==> src/rtl/usr_mem_rd_streamer.sv <==
// Read-side sequencer for the usr_mem two-port SRAMs: walks an address range and streams words out.
// Optional feature macro: USR_MEM_RD_STRIDE_EN (programmable address stride; default stride is 1).
module usr_mem_rd_streamer #(
  parameter int AW   = 10,
  parameter int DW   = 16,
  parameter int LENW = 11
) (
  input  logic            clk,
  input  logic            rst_n,
  input  logic            start,
  input  logic            clr,
  input  logic [AW-1:0]   cfg_base,
  input  logic [LENW-1:0] cfg_len,
  input  logic [AW-1:0]   cfg_stride,
  output logic            mem_cena,
  output logic [AW-1:0]   mem_aa,
  input  logic [DW-1:0]   mem_qa,
  output logic            m_valid,
  input  logic            m_ready,
  output logic [DW-1:0]   m_data,
  output logic            m_last,
  output logic            busy,
  output logic            done
);

  typedef enum logic [1:0] {S_IDLE, S_RUN, S_DRAIN} state_t;

  state_t              r_state;
  state_t              w_state_nxt;
  logic [AW-1:0]       r_addr;
  logic [LENW-1:0]     r_remain;
  logic                r_infl;
  logic                r_infl_last;
  logic                r_done;
  logic [1:0][DW-1:0]  r_fifo_data;
  logic [1:0]          r_fifo_last;
  logic                r_wp;
  logic                r_rp;
  logic [1:0]          r_cnt;
  logic [1:0]          w_occ;
  logic [AW-1:0]       w_step;
  logic                w_start_ok;
  logic                w_pop;
  logic                w_pop_last;
  logic                w_credit;
  logic                w_issue;

  assign w_start_ok = (r_state == S_IDLE) & start & ~clr;
  assign w_pop      = m_valid & m_ready;
  assign w_pop_last = w_pop & r_fifo_last[r_rp];
  // A word popped this cycle frees its slot in time for a read issued this cycle.
  assign w_occ      = r_cnt - {1'b0, w_pop} + {1'b0, r_infl};
  assign w_credit   = (w_occ < 2'd2);

  always_comb begin
    w_state_nxt = r_state;
    w_issue     = 1'b0;
    case (r_state)
      S_IDLE:  if (start && cfg_len != '0) w_state_nxt = S_RUN;
      S_RUN: begin
        w_issue = w_credit;
        if (w_credit && r_remain == LENW'(1)) w_state_nxt = S_DRAIN;
      end
      S_DRAIN: if (w_pop_last) w_state_nxt = S_IDLE;
      default: w_state_nxt = S_IDLE;
    endcase
    if (clr) begin
      w_state_nxt = S_IDLE;
      w_issue     = 1'b0;
    end
  end

`ifdef USR_MEM_RD_STRIDE_EN
  logic [AW-1:0] r_stride;

  always_ff @(posedge clk or negedge rst_n) begin
    if (!rst_n)          r_stride <= '0;
    else if (w_start_ok) r_stride <= cfg_stride;
  end

  assign w_step = r_stride;
`else
  logic w_unused_stride;

  assign w_unused_stride = ^cfg_stride;
  assign w_step          = AW'(1);
`endif

  always_ff @(posedge clk or negedge rst_n) begin
    if (!rst_n) begin
      r_state     <= S_IDLE;
      r_addr      <= '0;
      r_remain    <= '0;
      r_infl      <= 1'b0;
      r_infl_last <= 1'b0;
      r_done      <= 1'b0;
      r_wp        <= 1'b0;
      r_rp        <= 1'b0;
      r_cnt       <= '0;
    end else begin
      r_state     <= w_state_nxt;
      r_done      <= ~clr & ((r_state == S_IDLE && start && cfg_len == '0) | w_pop_last);
      r_infl      <= w_issue;
      r_infl_last <= w_issue & (r_remain == LENW'(1));
      if (w_start_ok) begin
        r_addr   <= cfg_base;
        r_remain <= cfg_len;
      end else if (w_issue) begin
        r_addr   <= r_addr + w_step;
        r_remain <= r_remain - LENW'(1);
      end
      // clr drops buffered words and the read still in flight.
      if (clr) begin
        r_wp  <= 1'b0;
        r_rp  <= 1'b0;
        r_cnt <= '0;
      end else begin
        if (r_infl) r_wp <= ~r_wp;
        if (w_pop)  r_rp <= ~r_rp;
        r_cnt <= r_cnt + {1'b0, r_infl} - {1'b0, w_pop};
      end
    end
  end

  always_ff @(posedge clk or negedge rst_n) begin
    if (!rst_n) begin
      r_fifo_data <= '0;
      r_fifo_last <= '0;
    end else if (r_infl && !clr) begin
      r_fifo_data[r_wp] <= mem_qa;
      r_fifo_last[r_wp] <= r_infl_last;
    end
  end

  assign mem_cena = ~w_issue;
  assign mem_aa   = r_addr;
  assign m_valid  = (r_cnt != 2'd0);
  assign m_data   = r_fifo_data[r_rp];
  assign m_last   = m_valid & r_fifo_last[r_rp];
  assign busy     = (r_state != S_IDLE);
  assign done     = r_done;

endmodule

==> config.mk <==
export PLATFORM = sky130hd
export DESIGN_NAME = usr_mem_rd_streamer
export DESIGN_NICKNAME = d
export VERILOG_FILES = /design/src/rtl/usr_mem_rd_streamer.sv
export SDC_FILE = /design/constraint.sdc
export NUM_CORES = 1
export LEC_CHECK = 0
export ABC_AREA = 1
export CAP_MARGIN = 5
export CORE_ASPECT_RATIO = 0.6
export CORE_MARGIN = 8
export CORE_UTILIZATION = 51
export CTS_BUF_LIST = sky130_fd_sc_hd__clkbuf_8
export DETAILED_ROUTE_END_ITERATION = 10
export PLACE_DENSITY = 0.85
export SETUP_SLACK_MARGIN = 0.4
export SYNTH_ARGS = -nofsm -noshare
export SYNTH_HDL_FRONTEND = slang
export SYNTH_SLANG_ARGS = --single-unit
==> constraint.sdc <==
create_clock -name clk -period 2.15 [get_ports clk]
set_input_delay 0.3225 -clock clk [delete_from_list [all_inputs] [get_ports clk]]
set_output_delay 0.3225 -clock clk [all_outputs]
set_load 0.02 [all_outputs]
==> metrics.md, run 1 <==
| Metric | Value |
|---|---|
| Result of the run | finished, final reports clean |
| CTS tree | done |
| Post-synthesis register bit count | 64 |
| Net count after synthesis | 504 |
| CTS max path bufs | 2 |
| Worst path arrival time | 1.68 ns |
| Die span in y | a little under 80 um |
| Sum of overflow across all layers after global routing | 0 |
| Count of cell types in the netlist | 35 |
| GRT Util Overall | 0.195 |
| Wire length per cell after detailed routing | between 10 and 15 um |
| Detailed placement HPWL | ~6500 um |
| Share of the yosys chip area belonging to registers | 0.467 |
| Synthesized-area fraction occupied by ao, oa, aoi and oai cells | 0.0872 |
| Post-Syn Area | 3430 um2 |
| Commonest non-fill, non-tap cell in the layout | sky130_fd_sc_hd__nand2_1 |
| Area growth syn-to-layout | 34.1% |
| Switching power summed over all nets | approximately 2300 uW |
| Xor and xnor area share after synthesis | 0.0153 |
| Clock transition at path regs | approximately 0.07 ns |
| Setup repair after global routing missed its margin | true |
| Combinational share of power | 0.407 |
| Post-synth EDFFs | 0 |
| Combinational family with the most area after synthesis | simple AND/OR/NAND/NOR gates |
| Number of vias after detailed routing | approximately 3300 |
| Placer's final routability congestion estimate | approximately 0.85 |
| Worst slack after detailed placement | -0.402 ns |
| Fraction of layout instances using a drive strength above 1 | 0.182 |
| Number of vias per cell | between 5 and 6 |
| Post-layout worst setup margin | roughly 0.15 ns |
| Total iterations of the first detailed-routing run | 5 |
| Row count | 23 |
| Static leakage power | between 0.002 and 0.0025 uW |
| Net count, final | 599 |
| Number of buffer cells added on primary ports | between 70 and 80 |
| Mean Syn Cell Area | 7.66 um2 |
| Worst setup path class | flop to output port |
| Simple-gate area share of the yosys netlist | 0.328 |
| Total core area | roughly 6600 um2 |
| Number of nets with antenna violations after detailed routing | 0 |
| Clock network fraction of design power | 0.223 |
| Global-route wire length before repair | roughly 15000 um |
| Portion of netlist area occupied by mux cells | 0 |
| Internal power component | between 3000 and 4000 uW |
| Buffer and inverter count on the worst path | 2 |
| Cell type group with the largest total delay on the critical path | simple AND/OR/NAND/NOR gates |
| Commonest cells after routing, fill and taps aside | sky130_fd_sc_hd__nand2_1 (170), sky130_fd_sc_hd__dfrtp_1 (64), sky130_fd_sc_hd__inv_1 (42) |
| Final setup skew | approximately 0.011 ns |
| Most used flip-flop cell after synthesis | sky130_fd_sc_hd__dfrtp_1 |
| Power density over the cells | roughly 1200 nW/um2 |
| Count of antenna diodes in the layout | 0 |
| H-Tree Level Count | 3 |
| Final-report setup violation count | 0 |
| Share of power burned in registers | 0.371 |
| Slew headroom | 0.685 |
| Number of hold violations in the final report | 0 |
| Worst path cell trace | nor2_2 > nor2_2 > nand2_1 > o21ai_2 > ha_2 > inv_2 > nand2_2 > nand2_2 > nand2_4 > buf_6 |
| Filler Cells Inserted | 528 |
| DR iter-0 viols | 221 |
| Remaining DRCs | 0 |
| Critical path required time | roughly 1.8 ns |
| Maximum vdd drop | about 0.68 mV |
| Share of the clock period used by the worst path | 0.932 |
| Fraction of registers with async set/reset | 1.00 |
| Count of final max-slew check failures | 0 |
| Startpoint class of the critical path | flop |
| Post-Syn Instances | about 450 |
| Max-capacitance violation count | 0 |
| Largest net degree at the start of global routing | 39 |
| Initial antenna violation count | 0 |
| Aggregate routed wire length | just over 9000 um |
| Type of the most critical hold path | input port to asynchronous set/reset pin |
| Maximum fanout encountered on the critical timing path | 2 |
| Sort of element at the end of the critical path | output port |
| Worst-path cell with the longest stage delay | sky130_fd_sc_hd__dfrtp_1 |
| I/O pin cnt | between 80 and 90 |
| Buffer cell driving the clock tree root | sky130_fd_sc_hd__clkbuf_8 |
| Achievable frequency | ~500 MHz |
| Worst path max stage delay | just under 0.4 ns |
| Fin Setup TNS | 0 ns |
| Slew at the pin closest to its max-slew limit | 0.472 ns |
| Chip width | around 120 um |
| Worst skew pair latency | about 0.34 ns |
| Adder-cell share of the synthesized area | 0.0146 |
| Initial core utilization | 0.521 |
| Vias in the first global route | 3340 |
| Num CTS Buffers | 9 |
| Tmin final | 2.00 ns |
| Total of warnings raised by yosys | 0 |
| TritonCTS sink count | 64 |
| Switching share of power | 0.397 |
| Total die area | a little under 10000 um2 |
==> registers in the layout, indices dropped and copies added, names as in the netlist <==
name,flops
r_infl,1
r_fifo_last,2
r_wp,1
r_fifo_data,32
mem_aa,10
done,1
r_remain,11
r_state,2
r_infl_last,1
r_rp,1
r_cnt,2
==> power groups by stage <==
stage / combinational [uW] / sequential [uW] / clock [uW]
after floorplan: 1400 / 2120 / 0
after global placement: 2310 / 2080 / 0
after detailed placement: 2400 / 2120 / 0
after CTS: 2370 / 2100 / 1290
after global routing: 2580 / 2170 / 1350
final: 2320 / 2110 / 1270
==> cell families (layout without fill, tap and decap cells) <==
logic type / Yosys count / after routing
simple gates: 251 / 252
buf+inv: 65 / 164
flops: 64 / 64
compound gates: 58 / 58
xor+xnor: 6 / 6
fa+ha+maj: 4 / 4
==> path summary, 6_finish.rpt <==
check,slack (ns),start,end,cells after the start
min reg2reg,0.49,r_fifo_data[6]$_DFFE_PN0P_,r_fifo_data[6]$_DFFE_PN0P_,2
min in group clk,0.49,r_fifo_data[6]$_DFFE_PN0P_,r_fifo_data[6]$_DFFE_PN0P_,2
max,0.15,r_cnt[0]$_DFF_PN0_,mem_cena,10
max in group asynchronous,1.13,rst_n,r_state[0]$_DFFE_PN0P_,3
max reg2reg,0.23,r_cnt[0]$_DFF_PN0_,r_remain[9]$_DFFE_PN0P_,15
min,0.33,rst_n,r_fifo_data[5]$_DFFE_PN0P_,2
==> cells in the mapped netlist (3+ instances only) <==
cell type                  instances  area share
sky130_fd_sc_hd__a21oi_1           3      0.0044
sky130_fd_sc_hd__buf_2             4      0.0058
sky130_fd_sc_hd__buf_6             3      0.0098
sky130_fd_sc_hd__clkbuf_1          4      0.0044
sky130_fd_sc_hd__dfrtp_1          64        0.47
sky130_fd_sc_hd__ha_1              4       0.015
sky130_fd_sc_hd__inv_1            42       0.046
sky130_fd_sc_hd__inv_2             5      0.0055
sky130_fd_sc_hd__nand2_1         171        0.19
sky130_fd_sc_hd__nand2_2           8       0.015
sky130_fd_sc_hd__nand3_1          23       0.034
sky130_fd_sc_hd__nand3_2           7       0.020
sky130_fd_sc_hd__nand4_1           4      0.0073
sky130_fd_sc_hd__nor2_1           26       0.028
sky130_fd_sc_hd__nor3_1            3      0.0044
sky130_fd_sc_hd__o21ai_0          42       0.061
sky130_fd_sc_hd__o21ai_1           9       0.013
sky130_fd_sc_hd__xnor2_1           3      0.0077
sky130_fd_sc_hd__xor2_1            3      0.0077
==> repair_timing <==
action / 4_1_cts / 5_1_grt
cloned: 1 / 0
resized for setup: 82 / 26
hold endpoints to repair: 4 / 0
setup endpoints to repair: 47 / 44
hold buffers: 1 / 0
setup buffers: 4 / 3
pin swaps: 5 / 5
==> metrics by stage <==
stage | hold WS [ns] | area [um2] | util | cells | total power [uW]
CTS | 0.312 | 4620 | 0.700 | 632 | 5760
floorplan | 0.0269 | 3430 | - | 448 | 3520
global route | 0.312 | 4600 | 0.698 | 635 | 6100
detailed placement | 0.150 | 4300 | 0.652 | 610 | 4520
global placement | 0.144 | 4300 | 0.652 | 610 | 4390
finish | 0.328 | 4600 | 0.698 | 635 | 5700
==> final cells by class <==
cell class,instances,area [um2],share of cell area
repair buffers,98,875,0.190
inverters,50,206,0.0449
clock inverters,6,108,0.0234
well taps,87,109,0.0237
flip-flops and latches,64,1600,0.348
clock buffers,10,138,0.0299
multi-input cells,320,1560,0.340
==> layer usage <==
layer | vias to the layer above | part of all wire | global-route usage
li1 | 1596 | - | -
met1 | 1523 | 0.43 | 0.235
met2 | 116 | 0.48 | 0.323
met3 | 17 | 0.075 | 0.0600
met4 | 0 | 0.016 | 0.0771
met5 | - | 0 | 0
(Power assumes the default switching activity.)
==> inputs of run 2 (changes only) <==
--- a/config.mk
+++ b/config.mk
@@ -8,7 +8,7 @@
 export ABC_AREA = 1
 export CAP_MARGIN = 5
 export CORE_ASPECT_RATIO = 0.6
-export CORE_MARGIN = 8
+export CORE_MARGIN = 1.5
 export CORE_UTILIZATION = 51
 export CTS_BUF_LIST = sky130_fd_sc_hd__clkbuf_8
 export DETAILED_ROUTE_END_ITERATION = 10
==> run 2 against run 1 <==
Critical endpoint unchanged. Highest routed layer unchanged. Final cell count is 1.3% lower. Routed wire length down 6.7%. Critical path type unchanged. Core utilization is 1.3 points higher. Sequential share of layout area is 0.94 points higher.
==> metrics.md, run 2 (synthesized netlist as in run 1, its figures left out) <==
| Metric | Value |
|---|---|
| Worst slack after detailed placement | -0.360 ns (+0.0420 ns) |
| Sum of overflow across all layers after global routing | 0 (unchanged) |
| Remaining DRCs | 0 (unchanged) |
| Number of nets with antenna violations after detailed routing | 0 (unchanged) |
| Maximum vdd drop | 0.651 mV (-3.9%) |
| Share of the clock period used by the worst path | 0.915 (-0.0176) |
| Total core area | 6300 um2 (-4.3%) |
| GRT Util Overall | 0.248 (+0.0530) |
| CTS tree | done |
| Commonest non-fill, non-tap cell in the layout | sky130_fd_sc_hd__nand2_1 |
| Power density over the cells | 1170 nW/um2 (-5.5%) |
| Static leakage power | 0.00234 uW (-2.7%) |
| Vias in the first global route | 3012 (-9.8%) |
| Max-capacitance violation count | 0 (unchanged) |
| Total die area | 7240 um2 (-25%) |
| Number of hold violations in the final report | 0 (unchanged) |
| Net count, final | 594 (-0.83%) |
| Initial core utilization | 0.544 (+0.0237) |
| Largest net degree at the start of global routing | 65 (+67%) |
| I/O pin cnt | 83 (unchanged) |
| Tmin final | 1.97 ns (-0.0379 ns) |
| Aggregate routed wire length | 8500 um (-6.7%) |
| Die span in y | 66.5 um (-16%) |
| Worst path cell trace | nor2_2 > nor2_2 > nand2_1 > o21ai_1 > ha_2 > inv_2 > nand2_2 > nand2_2 > nand2_4 > buf_6 |
| Total iterations of the first detailed-routing run | 5 (unchanged) |
| Startpoint class of the critical path | flop |
| Maximum fanout encountered on the critical timing path | 2 (unchanged) |
| Result of the run | finished, final reports clean |
| Chip width | 109 um (-11%) |
| Type of the most critical hold path | input port to asynchronous set/reset pin |
| DR iter-0 viols | 231 (+4.5%) |
| Row count | 22 (-4.3%) |
| Buffer cell driving the clock tree root | sky130_fd_sc_hd__clkbuf_8 |
| Cell type group with the largest total delay on the critical path | simple AND/OR/NAND/NOR gates |
| Count of antenna diodes in the layout | 0 (unchanged) |
| CTS max path bufs | 2 (unchanged) |
| Critical path required time | 1.83 ns (about the same) |
| Num CTS Buffers | 9 (unchanged) |
| Number of buffer cells added on primary ports | 72 (unchanged) |
| Filler Cells Inserted | 509 (-3.6%) |
| Sort of element at the end of the critical path | output port |
| TritonCTS sink count | 64 (unchanged) |
| Global-route wire length before repair | 13700 um (-10%) |
| Worst setup path class | flop to output port |
| Post-layout worst setup margin | 0.184 ns (+0.0379 ns) |
| Worst path max stage delay | 0.39 ns (about the same) |
| Detailed placement HPWL | 5570 um (-14%) |
| Wire length per cell after detailed routing | 13.6 um (-5.5%) |
| Slew headroom | 0.770 (+0.0843) |
| Worst path arrival time | 1.64 ns (-0.04 ns) |
| Final setup skew | 0.00689 ns (-0.00459 ns) |
| Fraction of layout instances using a drive strength above 1 | 0.171 (-0.0112) |
| H-Tree Level Count | 3 (unchanged) |
| Clock transition at path regs | 0.07 ns (about the same) |
| Number of vias per cell | 5.16 (+0.68%) |
| Count of final max-slew check failures | 0 (unchanged) |
| # hold bufs at CTS | 0 (-1) |
| Area growth syn-to-layout | 30.6% |
| WHS | 0.000895 ns (-0.327 ns) |
| Buffer and inverter count on the worst path | 2 (unchanged) |
| Initial antenna violation count | 0 (unchanged) |
| Placer's final routability congestion estimate | 0.815 (-3.6%) |
| Final-report setup violation count | 0 (unchanged) |
| Slew at the pin closest to its max-slew limit | 0.345 ns (-0.127 ns) |
| Achievable frequency | 509 MHz (+1.9%) |
| Commonest cells after routing, fill and taps aside | sky130_fd_sc_hd__nand2_1 (170), sky130_fd_sc_hd__dfrtp_1 (63), sky130_fd_sc_hd__inv_1 (42), sky130_fd_sc_hd__clkdlybuf4s50_1 (42), sky130_fd_sc_hd__o21ai_0 (41) |
| Max reg flops | 32 (unchanged) |
| Number of vias after detailed routing | 3233 (-0.58%) |
| Setup repair after global routing missed its margin | true |
| Worst skew pair latency | 0.34 ns (about the same) |
| Register ranked first by flip-flop count | r_fifo_data |
| Worst-path cell with the longest stage delay | sky130_fd_sc_hd__dfrtp_1 |
-- run 2: worst register-to-register path, delay by kind of cell (launching register included) --
| family | cells | cell delay, ns |
|---|---|---|
| compound gates | 2 | 0.12 |
| buf+inv | 2 | 0.34 |
| simple gates | 8 | 0.65 |
| flops | 1 | 0.39 |
| fa+ha+maj | 1 | 0.21 |
-- run 2: layer usage --
metal  up-vias  GRT usage  share of wire
li1       1581          -              -
met1      1517      0.351           0.47
met2       122      0.372           0.45
met3        13     0.0646          0.068
met4         0     0.0806          0.013
met5         -          0              0
-- run 2: final cells by class --
class / count / area, um2 / share of cell area
Clock buffer: 10 / 138 / 0.0307
Clock inverter: 6 / 36.3 / 0.00810
Inverter: 50 / 206 / 0.0461
Multi-Input combinational cell: 320 / 1550 / 0.346
Sequential cell: 64 / 1600 / 0.358
Tap cell: 84 / 105 / 0.0235
Timing Repair Buffer: 93 / 841 / 0.188
-- run 2: path summary, 6_finish.rpt --
| kind | startpoint | endpoint | slack (ns) | cells after the start |
|---|---|---|---|---|
| max | r_cnt[0]$_DFF_PN0_ | mem_cena | 0.18 | 10 |
| min | rst_n | r_fifo_data[3]$_DFFE_PN0P_ | 0.0009 | 2 |
| max reg2reg | r_cnt[0]$_DFF_PN0_ | mem_aa[6]$_DFFE_PN0P_ | 0.33 | 13 |
| min reg2reg | r_fifo_data[17]$_DFFE_PN0P_ | r_fifo_data[17]$_DFFE_PN0P_ | 0.49 | 2 |
| max in group asynchronous | rst_n | r_rp$_DFFE_PN0P_ | 1.86 | 2 |
| min in group clk | r_fifo_data[17]$_DFFE_PN0P_ | r_fifo_data[17]$_DFFE_PN0P_ | 0.49 | 2 |
-- run 2: per-stage QoR --
| stage | cells | TNS [ns] | utilization | instance area (um2) | power, uW |
|---|---|---|---|---|---|
| global route | 627 | 0 | 0.711 | 4480 | 5670 |
| global placement | 604 | -1.12 | 0.679 | 4280 | 4350 |
| floorplan | 448 | 0 | - | 3430 | 3520 |
| finish | 627 | 0 | 0.711 | 4480 | 5250 |
| CTS | 624 | 0 | 0.717 | 4520 | 5320 |
| detailed placement | 604 | -1.82 | 0.679 | 4280 | 4450 |
-- run 2: report_power, final --
group	leakage [uW]	total [uW]	switching, uW	internal, uW
Combinational	0.00144	2220	1320	905
Clock	0.0000855	908	468	441
Sequential	0.000820	2120	417	1700
Total	0.00234	5250	2200	3040
-- run 2: repair_timing --
item                                    4_1_cts  5_1_grt
resized for setup                            70       26
buffers inserted                              3        2
endpoints found under the setup margin       45       46
pin swaps                                     3        4
gates cloned                                  1        1
==> inputs of run 3 (changes only) <==
--- a/config.mk
+++ b/config.mk
@@ -8,7 +8,7 @@
 export ABC_AREA = 1
 export CAP_MARGIN = 5
 export CORE_ASPECT_RATIO = 0.6
-export CORE_MARGIN = 1.5
+export CORE_MARGIN = 2
 export CORE_UTILIZATION = 51
 export CTS_BUF_LIST = sky130_fd_sc_hd__clkbuf_8
 export DETAILED_ROUTE_END_ITERATION = 10
==> run 3 against run 2 <==
Register-to-register slack worse by 0.22 ns. Setup slack worse by 0.070 ns. Final cell count up 2.9%. Cell area rose by 7.5%. Largest power group unchanged.
==> metrics.md, run 3 (synthesized netlist as in run 1, its figures left out) <==
| Metric | Value |
|---|---|
| Fraction of layout instances using a drive strength above 1 | 0.222 (+0.0510) |
| Power density over the cells | 1160 nW/um2 (-0.54%) |
| Share of power burned in registers | 0.381 (-0.022) |
| Number of vias after detailed routing | 3327 (+2.9%) |
| Net count, final | 609 (+2.5%) |
| Remaining DRCs | 0 (unchanged) |
| Result of the run | finished, final reports clean |
| Setup repair after global routing missed its margin | true |
| Max reg flops | 32 (unchanged) |
| Number of nets with antenna violations after detailed routing | 0 (unchanged) |
| Worst hold path depth | 2 |
| Final setup skew | 0.0109 ns (+0.00403 ns) |
| Initial antenna violation count | 0 (unchanged) |
| Maximum vdd drop | 0.614 mV (-5.7%) |
| Global-route wire length before repair | 13700 um (-0.36%) |
| Detailed placement HPWL | 5970 um (+7.1%) |
| Switching share of power | 0.418 (-0.00212) |
| Count of antenna diodes in the layout | 0 (unchanged) |
| Static leakage power | 0.00249 uW (+6.3%) |
| Buffer cell driving the clock tree root | sky130_fd_sc_hd__clkbuf_8 |
| Number of vias per cell | 5.16 (about the same) |
| Sort of element at the end of the critical path | flop |
| Worst path arrival time | 2.25 ns (+0.61 ns) |
| Chip width | 110 um (+0.92%) |
| R2R cell count | 14 (+1) |
| Total iterations of the first detailed-routing run | 5 (unchanged) |
| Fin Setup TNS | 0 ns (unchanged) |
| Slew headroom | 0.616 (-0.154) |
| Clock transition at path regs | 0.07 ns (about the same) |
| Final std cells w/o fill | 645 (+2.9%) |
| Achievable frequency | 491 MHz (-3.4%) |
| Tmin final | 2.04 ns (+0.0696 ns) |
| Die span in y | 67.5 um (+1.5%) |
| Wire length per cell after detailed routing | 14.3 um (+5.8%) |
| Clock network fraction of design power | 0.173 (about the same) |
| Area growth syn-to-layout | 40.4% |
| Initial core utilization | 0.521 (-0.0237) |
| Number of buffer cells added on primary ports | 72 (unchanged) |
| Hold Startpoint | r_fifo_data[21]$_DFFE_PN0P_ |
| Aggregate routed wire length | 9250 um (+8.9%) |
| Commonest cells after routing, fill and taps aside | sky130_fd_sc_hd__nand2_1 (163), sky130_fd_sc_hd__dfrtp_1 (64), sky130_fd_sc_hd__clkdlybuf4s50_1 (42) |
| Slew at the pin closest to its max-slew limit | 0.577 ns (+0.231 ns) |
| Worst Hold Path EP | r_fifo_data[21]$_DFFE_PN0P_ |
| CTS tree | done |
| Register ranked first by flip-flop count | r_fifo_data |
| I/O pin cnt | 83 (unchanged) |
| Placer's final routability congestion estimate | 0.858 (+5.3%) |
| Multi-input combinational cell area | 1660 um2 (+6.6%) |
| Worst skew pair latency | 0.34 ns (about the same) |
| Vias in the first global route | 3106 (+3.1%) |
| H-Tree Level Count | 3 (unchanged) |
| Internal power component | 3270 uW (+7.3%) |
| DR iter-0 viols | 203 (-12%) |
| Max-capacitance violation count | 0 (unchanged) |
| CTS max path bufs | 2 (unchanged) |
| Sum of overflow across all layers after global routing | 0 (unchanged) |
| Combinational share of power | 0.446 (+0.022) |
| Largest net degree at the start of global routing | 42 (-35%) |
| GRT Util Overall | 0.244 (-0.00465) |
| Critical R2R Launch | r_cnt[1]$_DFF_PN0_ |
| Total core area | 6590 um2 (+4.5%) |
| Commonest non-fill, non-tap cell in the layout | sky130_fd_sc_hd__nand2_1 |
| Switching power summed over all nets | 2340 uW (+6.3%) |
| Startpoint class of the critical path | flop |
| Row count | 23 (+4.5%) |
| Filler Cells Inserted | 493 (-3.1%) |
| Number of hold violations in the final report | 0 (unchanged) |
| TritonCTS sink count | 64 (unchanged) |
| Post-placement cell count | 607 (+0.50%) |
| Worst setup path class | flop to flop |
| Internal reg-to-reg setup slack | 0.11 ns (-0.22 ns) |
| Critical path required time | 2.37 ns (+0.54 ns) |
| Total die area | 7420 um2 (+2.4%) |
| Final-report setup violation count | 0 (unchanged) |
| Sequential cell area | 1600 um2 (about the same) |
| Type of the most critical hold path | flop to flop |
| Num CTS Buffers | 9 (unchanged) |
| Share of the clock period used by the worst path | 0.947 (+0.0324) |
| Count of final max-slew check failures | 0 (unchanged) |
| Maximum fanout encountered on the critical timing path | 7 (+5) |
| Critical register-to-register path endpoint | r_remain[9]$_DFFE_PN0P_ |
## run 3: critical path, stage by stage (launching register included)
cell                       delay (ns)
sky130_fd_sc_hd__dfrtp_1         0.47
sky130_fd_sc_hd__nor2_4          0.07
sky130_fd_sc_hd__nor2_2          0.10
sky130_fd_sc_hd__nand2_1         0.07
sky130_fd_sc_hd__o21ai_2         0.06
sky130_fd_sc_hd__ha_2            0.22
sky130_fd_sc_hd__nand3_2         0.09
sky130_fd_sc_hd__nand2_4         0.11
sky130_fd_sc_hd__nand2_4         0.05
sky130_fd_sc_hd__buf_4           0.14
sky130_fd_sc_hd__buf_8           0.14
sky130_fd_sc_hd__nand2_8         0.12
sky130_fd_sc_hd__clkinv_8        0.11
sky130_fd_sc_hd__nand2_2         0.08
sky130_fd_sc_hd__nand3_1         0.09
## run 3: per-stage QoR
stage	total power (uW)	instance area (um2)	util	hold WS, ns	setup WS [ns]
6_report	5610	4820	0.731	0.487	0.114
5_1_grt	6040	4820	0.731	0.514	0.0489
4_1_cts	5450	4590	0.696	0.490	0.174
3_5_place_dp	4480	4290	0.650	0.350	-0.320
3_3_place_gp	4360	4290	0.650	0.346	-0.304
2_1_floorplan	3520	3430	-	0.0269	0.451
## run 3: area by class of cell
type                            count  share of cell area
Timing Repair Buffer              107               0.215
Tap cell                           87              0.0226
Inverter                           50              0.0442
Timing Repair inverter              1             0.00234
Multi-Input combinational cell    320               0.344
Sequential cell                    64               0.333
Clock inverter                      4             0.00572
Clock buffer                       12              0.0343
## run 3: how the worst max path moves through the flow
stage                       startpoint  slack, ns                 endpoint  cells past startpoint
floorplan           r_cnt[1]$_DFF_PN0_       0.45    mem_aa[9]$_DFFE_PN0P_                     14
global placement               m_ready      -0.30                 mem_cena                     11
detailed placement             m_ready      -0.32                 mem_cena                     11
CTS                 r_cnt[1]$_DFF_PN0_       0.17                 mem_cena                     10
global route        r_cnt[0]$_DFF_PN0_       0.05                 mem_cena                     10
finish              r_cnt[1]$_DFF_PN0_       0.11  r_remain[9]$_DFFE_PN0P_                     14
## run 3: what timing repair did
item / CTS / global route
pin swaps: 5 / 6
setup buffers: 10 / 9
cloned: 0 / 2
hold buffers: 1 / 0
endpoints found under the setup margin: 45 / 50
endpoints found under the hold margin: 23 / 0
gates resized for setup: 70 / 76
## run 3: power by group through the flow
stage	logic (uW)	clock network, uW	registers, uW
final	2500	970	2140
after CTS	2360	990	2100
after global placement	2280	0	2080
after detailed placement	2370	0	2110
after floorplan	1400	0	2120
after global routing	2790	1050	2190
## run 3: routing by layer
metal	up-vias	track usage	share of wire
li1	1620	-	-
met1	1547	0.312	0.42
met2	137	0.400	0.48
met3	23	0.0734	0.072
met4	0	0.0807	0.020
met5	-	0	0
